### src/rtl/wb_pkg.sv
// wb_pkg: shared Wishbone widths, decoder limits, the decoder state type and a
// helper for sizing slave-index fields.
//
// Used by wb_addr_decode and wb_decoder (import wb_pkg::*).
package wb_pkg;

    localparam int unsigned WB_ADDR_W  = 32;
    localparam int unsigned WB_DATA_W  = 32;
    localparam int unsigned WB_SEL_W   = 4;
    localparam int unsigned MAX_SLAVES = 16;

    typedef enum logic [1:0] {
        IDLE  = 2'd0,
        BUSY  = 2'd1,
        ERROR = 2'd2
    } wb_dec_state_t;

    // Index width for n slaves; a single slave still needs a 1-bit field.
    function automatic int unsigned idx_width(input int unsigned n);
        return (n > 1) ? $clog2(n) : 1;
    endfunction

endpackage

### src/rtl/wb_addr_decode.sv
// wb_addr_decode: combinational address-window priority decoder.
//
// A window i matches when (adr - base_i) < size_i (unsigned), which also covers
// windows that end at the top of the address space. Where windows overlap the
// lowest slave index wins.
//
// Ports:
//   adr  in   WB_ADDR_W  byte address of the current request
//   hit  out  1          some window matches adr
//   idx  out  IDX_W      index of the lowest matching window (0 when no hit)
module wb_addr_decode
    import wb_pkg::*;
#(
    parameter int unsigned                   NUM_SLAVES     = 3,
    parameter logic [NUM_SLAVES*32-1:0]      BASE_ADDRESSES = {32'h3000_0000, 32'h2000_0000, 32'h1000_0000},
    parameter logic [NUM_SLAVES*32-1:0]      SIZES          = {32'h0000_1000, 32'h0000_4000, 32'h0020_0000},
    parameter int unsigned                   IDX_W          = idx_width(NUM_SLAVES)
) (
    input  logic [WB_ADDR_W-1:0] adr,
    output logic                 hit,
    output logic [IDX_W-1:0]     idx
);

    always_comb begin
        hit = 1'b0;
        idx = '0;
        for (int unsigned i = 0; i < NUM_SLAVES; i++) begin
            if (!hit && ((adr - BASE_ADDRESSES[i*32 +: 32]) < SIZES[i*32 +: 32])) begin
                hit = 1'b1;
                idx = IDX_W'(i);
            end
        end
    end

endmodule

### src/rtl/wb_decoder.sv
// wb_decoder: Wishbone B4 classic single-master, N-slave interconnect.
//
// Each master cycle is decoded (registered) against per-slave address windows;
// strobe, cycle and terminations are then routed to/from exactly one slave.
// Unmapped addresses get a one-cycle bus error. With WB_DECODER_TIMEOUT_EN
// defined, a slave that stalls for TIMEOUT_CYCLES BUSY cycles is abandoned and
// the master gets a bus error instead.
//
// Ports:
//   clk_i, rst_i            clock, asynchronous active-high reset
//   cyc_i, stb_i, we_i      master cycle, strobe, write enable
//   adr_i, sel_i, dat_i     master address, byte selects, write data
//   dat_o                   read data to master (0 outside BUSY)
//   ack_o, err_o, rty_o     master terminations
//   s_cyc_o, s_stb_o        per-slave cycle and strobe
//   s_we_o, s_adr_o,
//   s_sel_o, s_dat_o        broadcast copies of the master request
//   s_dat_i                 per-slave read data, slave i at [32i+31:32i]
//   s_ack_i, s_err_i,
//   s_rty_i                 per-slave terminations
//
// Build option: WB_DECODER_TIMEOUT_EN enables the stall timeout.
module wb_decoder
    import wb_pkg::*;
#(
    parameter int unsigned              NUM_SLAVES     = 3,
    parameter logic [NUM_SLAVES*32-1:0] BASE_ADDRESSES = {32'h3000_0000, 32'h2000_0000, 32'h1000_0000},
    parameter logic [NUM_SLAVES*32-1:0] SIZES          = {32'h0000_1000, 32'h0000_4000, 32'h0020_0000},
    parameter int unsigned              TIMEOUT_CYCLES = 255
) (
    input  logic                           clk_i,
    input  logic                           rst_i,
    input  logic                           cyc_i,
    input  logic                           stb_i,
    input  logic                           we_i,
    input  logic [WB_ADDR_W-1:0]           adr_i,
    input  logic [WB_SEL_W-1:0]            sel_i,
    input  logic [WB_DATA_W-1:0]           dat_i,
    output logic [WB_DATA_W-1:0]           dat_o,
    output logic                           ack_o,
    output logic                           err_o,
    output logic                           rty_o,
    output logic [NUM_SLAVES-1:0]          s_cyc_o,
    output logic [NUM_SLAVES-1:0]          s_stb_o,
    output logic                           s_we_o,
    output logic [WB_ADDR_W-1:0]           s_adr_o,
    output logic [WB_SEL_W-1:0]            s_sel_o,
    output logic [WB_DATA_W-1:0]           s_dat_o,
    input  logic [NUM_SLAVES*WB_DATA_W-1:0] s_dat_i,
    input  logic [NUM_SLAVES-1:0]          s_ack_i,
    input  logic [NUM_SLAVES-1:0]          s_err_i,
    input  logic [NUM_SLAVES-1:0]          s_rty_i
);

    localparam int unsigned IDX_W = idx_width(NUM_SLAVES);

    if (NUM_SLAVES < 1 || NUM_SLAVES > MAX_SLAVES) begin : g_bad_num_slaves
        $error("wb_decoder: NUM_SLAVES out of range 1..16");
    end
    if (TIMEOUT_CYCLES < 1 || TIMEOUT_CYCLES > 65535) begin : g_bad_timeout
        $error("wb_decoder: TIMEOUT_CYCLES out of range 1..65535");
    end

    wb_dec_state_t          state_q, state_d;
    logic [IDX_W-1:0]       idx_q, idx_d;
    logic                   hit;
    logic [IDX_W-1:0]       hit_idx;
    logic                   sel_ack, sel_err, sel_rty;
    logic [WB_DATA_W-1:0]   sel_dat;
    logic                   expired;

    wb_addr_decode #(
        .NUM_SLAVES     (NUM_SLAVES),
        .BASE_ADDRESSES (BASE_ADDRESSES),
        .SIZES          (SIZES),
        .IDX_W          (IDX_W)
    ) u_addr_decode (
        .adr (adr_i),
        .hit (hit),
        .idx (hit_idx)
    );

    assign s_we_o  = we_i;
    assign s_adr_o = adr_i;
    assign s_sel_o = sel_i;
    assign s_dat_o = dat_i;

    // Return-path mux for the latched slave.
    always_comb begin
        sel_ack = 1'b0;
        sel_err = 1'b0;
        sel_rty = 1'b0;
        sel_dat = '0;
        for (int unsigned i = 0; i < NUM_SLAVES; i++) begin
            if (idx_q == IDX_W'(i)) begin
                sel_ack = s_ack_i[i];
                sel_err = s_err_i[i];
                sel_rty = s_rty_i[i];
                sel_dat = s_dat_i[i*WB_DATA_W +: WB_DATA_W];
            end
        end
    end

`ifdef WB_DECODER_TIMEOUT_EN
    logic [15:0] tmo_cnt_q;

    // Held at zero outside BUSY, so it is already clear on entry to BUSY and
    // equals (BUSY cycles elapsed - 1) during BUSY.
    always_ff @(posedge clk_i or posedge rst_i) begin
        if (rst_i) begin
            tmo_cnt_q <= '0;
        end else if (state_q == BUSY) begin
            tmo_cnt_q <= tmo_cnt_q + 16'd1;
        end else begin
            tmo_cnt_q <= '0;
        end
    end

    assign expired = (state_q == BUSY) && (tmo_cnt_q == 16'(TIMEOUT_CYCLES - 1));
`else
    assign expired = 1'b0;
`endif

    always_ff @(posedge clk_i or posedge rst_i) begin
        if (rst_i) begin
            state_q <= IDLE;
            idx_q   <= '0;
        end else begin
            state_q <= state_d;
            idx_q   <= idx_d;
        end
    end

    always_comb begin
        state_d = state_q;
        idx_d   = idx_q;
        s_cyc_o = '0;
        s_stb_o = '0;
        ack_o   = 1'b0;
        err_o   = 1'b0;
        rty_o   = 1'b0;
        dat_o   = '0;
        case (state_q)
            IDLE: begin
                if (cyc_i && stb_i) begin
                    if (hit) begin
                        state_d = BUSY;
                        idx_d   = hit_idx;
                    end else begin
                        state_d = ERROR;
                    end
                end
            end
            BUSY: begin
                for (int unsigned i = 0; i < NUM_SLAVES; i++) begin
                    if (idx_q == IDX_W'(i)) begin
                        s_cyc_o[i] = cyc_i;
                        s_stb_o[i] = stb_i;
                    end
                end
                dat_o = sel_dat;
                // Only the highest-priority termination reaches the master.
                err_o = stb_i & sel_err;
                rty_o = stb_i & sel_rty & ~sel_err;
                ack_o = stb_i & sel_ack & ~sel_err & ~sel_rty;
                if (!cyc_i) begin
                    state_d = IDLE;
                end else if (stb_i && (sel_ack || sel_err || sel_rty)) begin
                    state_d = IDLE;
                end else if (expired) begin
                    state_d = ERROR;
                end
            end
            ERROR: begin
                err_o   = stb_i;
                state_d = IDLE;
            end
            default: begin
                state_d = IDLE;
            end
        endcase
    end

endmodule

### config.mk
export PLATFORM = sky130hd
export DESIGN_NAME = wb_decoder
export DESIGN_NICKNAME = d
export VERILOG_FILES = /design/src/rtl/wb_pkg.sv /design/src/rtl/wb_addr_decode.sv /design/src/rtl/wb_decoder.sv
export SDC_FILE = /design/constraint.sdc
export NUM_CORES = 1
export LEC_CHECK = 0
export ABC_AREA = 1
export BUFFER_PORTS_ARGS = -buffer_cell sky130_fd_sc_hd__buf_2
export CORE_AREA = 2 2 112 114
export CTS_BUF_LIST = sky130_fd_sc_hd__clkbuf_16
export CTS_CLUSTER_DIAMETER = 80
export DETAILED_ROUTE_END_ITERATION = 8
export DIE_AREA = 0 0 114 116
export PLACE_DENSITY = 0.59
export SYNTH_ARGS = -nofsm -noshare
export SYNTH_HDL_FRONTEND = slang
export SYNTH_HIERARCHICAL = 1
export SYNTH_SLANG_ARGS = --single-unit
export TNS_END_PERCENT = 20
### constraint.sdc
create_clock -name clk_i -period 2.9 [get_ports clk_i]
set_input_delay 0.58 -clock clk_i [delete_from_list [all_inputs] [get_ports clk_i]]
set_output_delay 0.58 -clock clk_i [all_outputs]
set_load 0.02 [all_outputs]
==> results.md <==
* Status: finished clean
* Fin crit share at 84.92%
* Leak pwr at 0.001832 uW
* Net load switching power at 153.3 uW
* Synth Instances at 401
* Die area at 13220 um2
* Grt ovf at 0
* Synthesized area per cell at 5.248 um2
* Worst-path clk slew at 30 ps
* WL met3 at 961 um
* Total clock buffers created by CTS at 3
* Post-synth EDFFs at 0
* WL per Instance at 12.07 um
* # fillers at 1441
* Post-Place Cell Area at 2656 um2
* Vias in the first global route at 2419
* Final setup viols at 0
* First drt pass iteration count at 4
* Synth top area cells: nand3_1, buf_4, nand2_1
* Crit start category: flop
* Slew margin rel. at 60.01%
* Diode count at 0
* Met1 WL at 3185 um
* Seq pwr share at 14.0%
* DR iter-0 viols at 157
* Routed via count at 2755
* Required @ worst endpoint at 2320 ps
* First-pass GRT wire length at 11470 um
* Clk buf depth at 2
* H-tree levels at 1
* RSZ-0062 raised after global routing: no
* Critical path class: reg -> out
* HP Class: in -> async
* Critical path arrival at 1880 ps
* Die Span X at 114 um
* Post-route cell area at 2731 um2
* Sequential share of the synthesized area at 4.756%
* Min cycle time layout at 2463 ps
* Post-synth top cells: nand3_1, nand2_1, buf_4, inv_1, nor2_1
* Yosys cell types at 19
* Internal Power at 345.1 uW
* Worst-Skew Late Latency at 220 ps
* Setup Buffers After CTS at 0
* Clock Skews at 1.292 ps
* DR WL met2 at 3674 um
* Worst IR Drop VDD at 0.1840 mV
* CTS resizes at 0
* Top-count cell post-synth: nand3_1
* Row cnt at 40
* Initial antenna violation count at 0
* Worst R2R End: state_q[1]
* Detail Route Antenna Nets at 0
* Die Ht at 116 um
* Top sig layer: met4
* CORE AREA at 11910 um2
* Gp weighted congestion at 0.7831
* Vias/cell at 4.200
* Ys Warns at 6
* Clk root buf: clkbuf_16
* Crit-path max FO at 33
* Remaining DRCs at 0
* Switching Fraction at 30.76%
* Share of the synthesized area in the top cell type at 25.92%
* DP HPWL at 6354 um
* Post-route setup TNS at 0 ps
* Hold_buf cts at 0
* Achievable clock frequency at 406.1 MHz
* Top_reg_cell synth: dfrtp_1
* Layout area overhead at 29.79%
* CTS Sinks at 4
* R2R depth at 10
* Largest net degree at the start of global routing at 37
* R2R setup slack at 1100 ps
* Port Buffer Count at 189
* Logic pwr share at 43.8%
* Layout cells sized above 1 at 41.45%
* DRT Wirelength at 7917 um
* Pins Over Slew Limit at 0
* Seq cells post-synth at 4
* RR Startpoint: idx_q[1]
* Overall Global Routing Usage at 10.81%
* TritonCTS clock tree: done
* Synth area leader: nand3_1
* I/O pin cnt at 288
* Syn Nets at 585
* Post-Syn Area at 2105 um2
* Post-synth ARST share at 100.0%
* Measured slew at the worst slew-check pin at 598.9 ps
* PD cells at 182.5 nW/um2
* Max-cap violations at 0
* Nets at 695
* Initial Utilization at 17.67%
* Clock share of power at 42.2%
* Endpoint type of the worst setup path: primary output
* Final hold viol count at 0
* WHS at 232.2 ps
[registers in the layout (all words and copies together) (netlist names)]
name     cells
idx_q        2
state_q      2
[power groups by stage]
stage	clock network [uW]	logic, uW	registers (uW)
floorplan	0	216	68.8
global placement	0	220	70.8
detailed placement	0	220	70.7
CTS	214	222	70.1
global route	222	244	72.1
finish	210	218	69.9
[placed cells by master, fill, tap and decap left out, drive strengths merged]
cell / n
a21oi: 1
buf: 197
clkbuf: 3
dfrtp: 4
ha: 6
inv: 53
nand2: 101
nand3: 109
nor2: 29
nor3: 2
o21ai: 3
or2: 1
[layer usage]
layer	global-route usage (%)	vias up
li1	-	1398
met4	1.707	0
met5	0	-
met2	19.80	169
met3	3.870	14
met1	12.30	1174
[final cells by class]
class / count / area (um2) / share of cell area, %
Clock buffer: 3 / 75.07 / 2.749
Tap cell: 147 / 183.9 / 6.734
Multi-Input combinational cell: 252 / 1167 / 42.74
Timing Repair Buffer: 197 / 1006 / 36.83
Sequential cell: 4 / 100.1 / 3.665
Inverter: 53 / 198.9 / 7.284
[logic make-up after synthesis]
kind of cell | Yosys count | synth area share [%]
flops | 4 | 4.756
fa+ha+maj | 6 | 3.567
buf+inv | 145 | 39.77
compound gates | 4 | 0.9508
simple gates | 242 | 50.95
[worst max-delay path by stage]
stage / slack, ps / start / cells after the start / endpoint
final: 440 / idx_q[1] / 8 / err_o
after global routing: 280 / idx_q[1] / 8 / err_o
after CTS: 420 / idx_q[1] / 8 / err_o
after detailed placement: 660 / idx_q[1] / 8 / err_o
after global placement: 690 / idx_q[1] / 8 / err_o
after floorplan: 870 / state_q[1] / 5 / rty_o
[per-stage QoR]
step           std cells  setup slack, ps  utilization [%]  power (uW)
6_report             656            437.4            22.93       498.4
5_1_grt              656            278.5            22.93       538.1
4_1_cts              656            422.1            22.93       506.0
3_5_place_dp         653            660.4            22.30       291.0
3_3_place_gp         653            694.1            22.30       291.3
2_1_floorplan        401            868.2                -       284.8
[critical path, stage by stage (launching register included)]
cell and delay [ps]:
dfrtp_1 370, inv_2 450, nand2_1 230, nor2_1 160, nor2_2 70, inv_1 70, a21oi_1 60, nor2_1 80
buf_2 160
(Power assumes the default switching activity.)
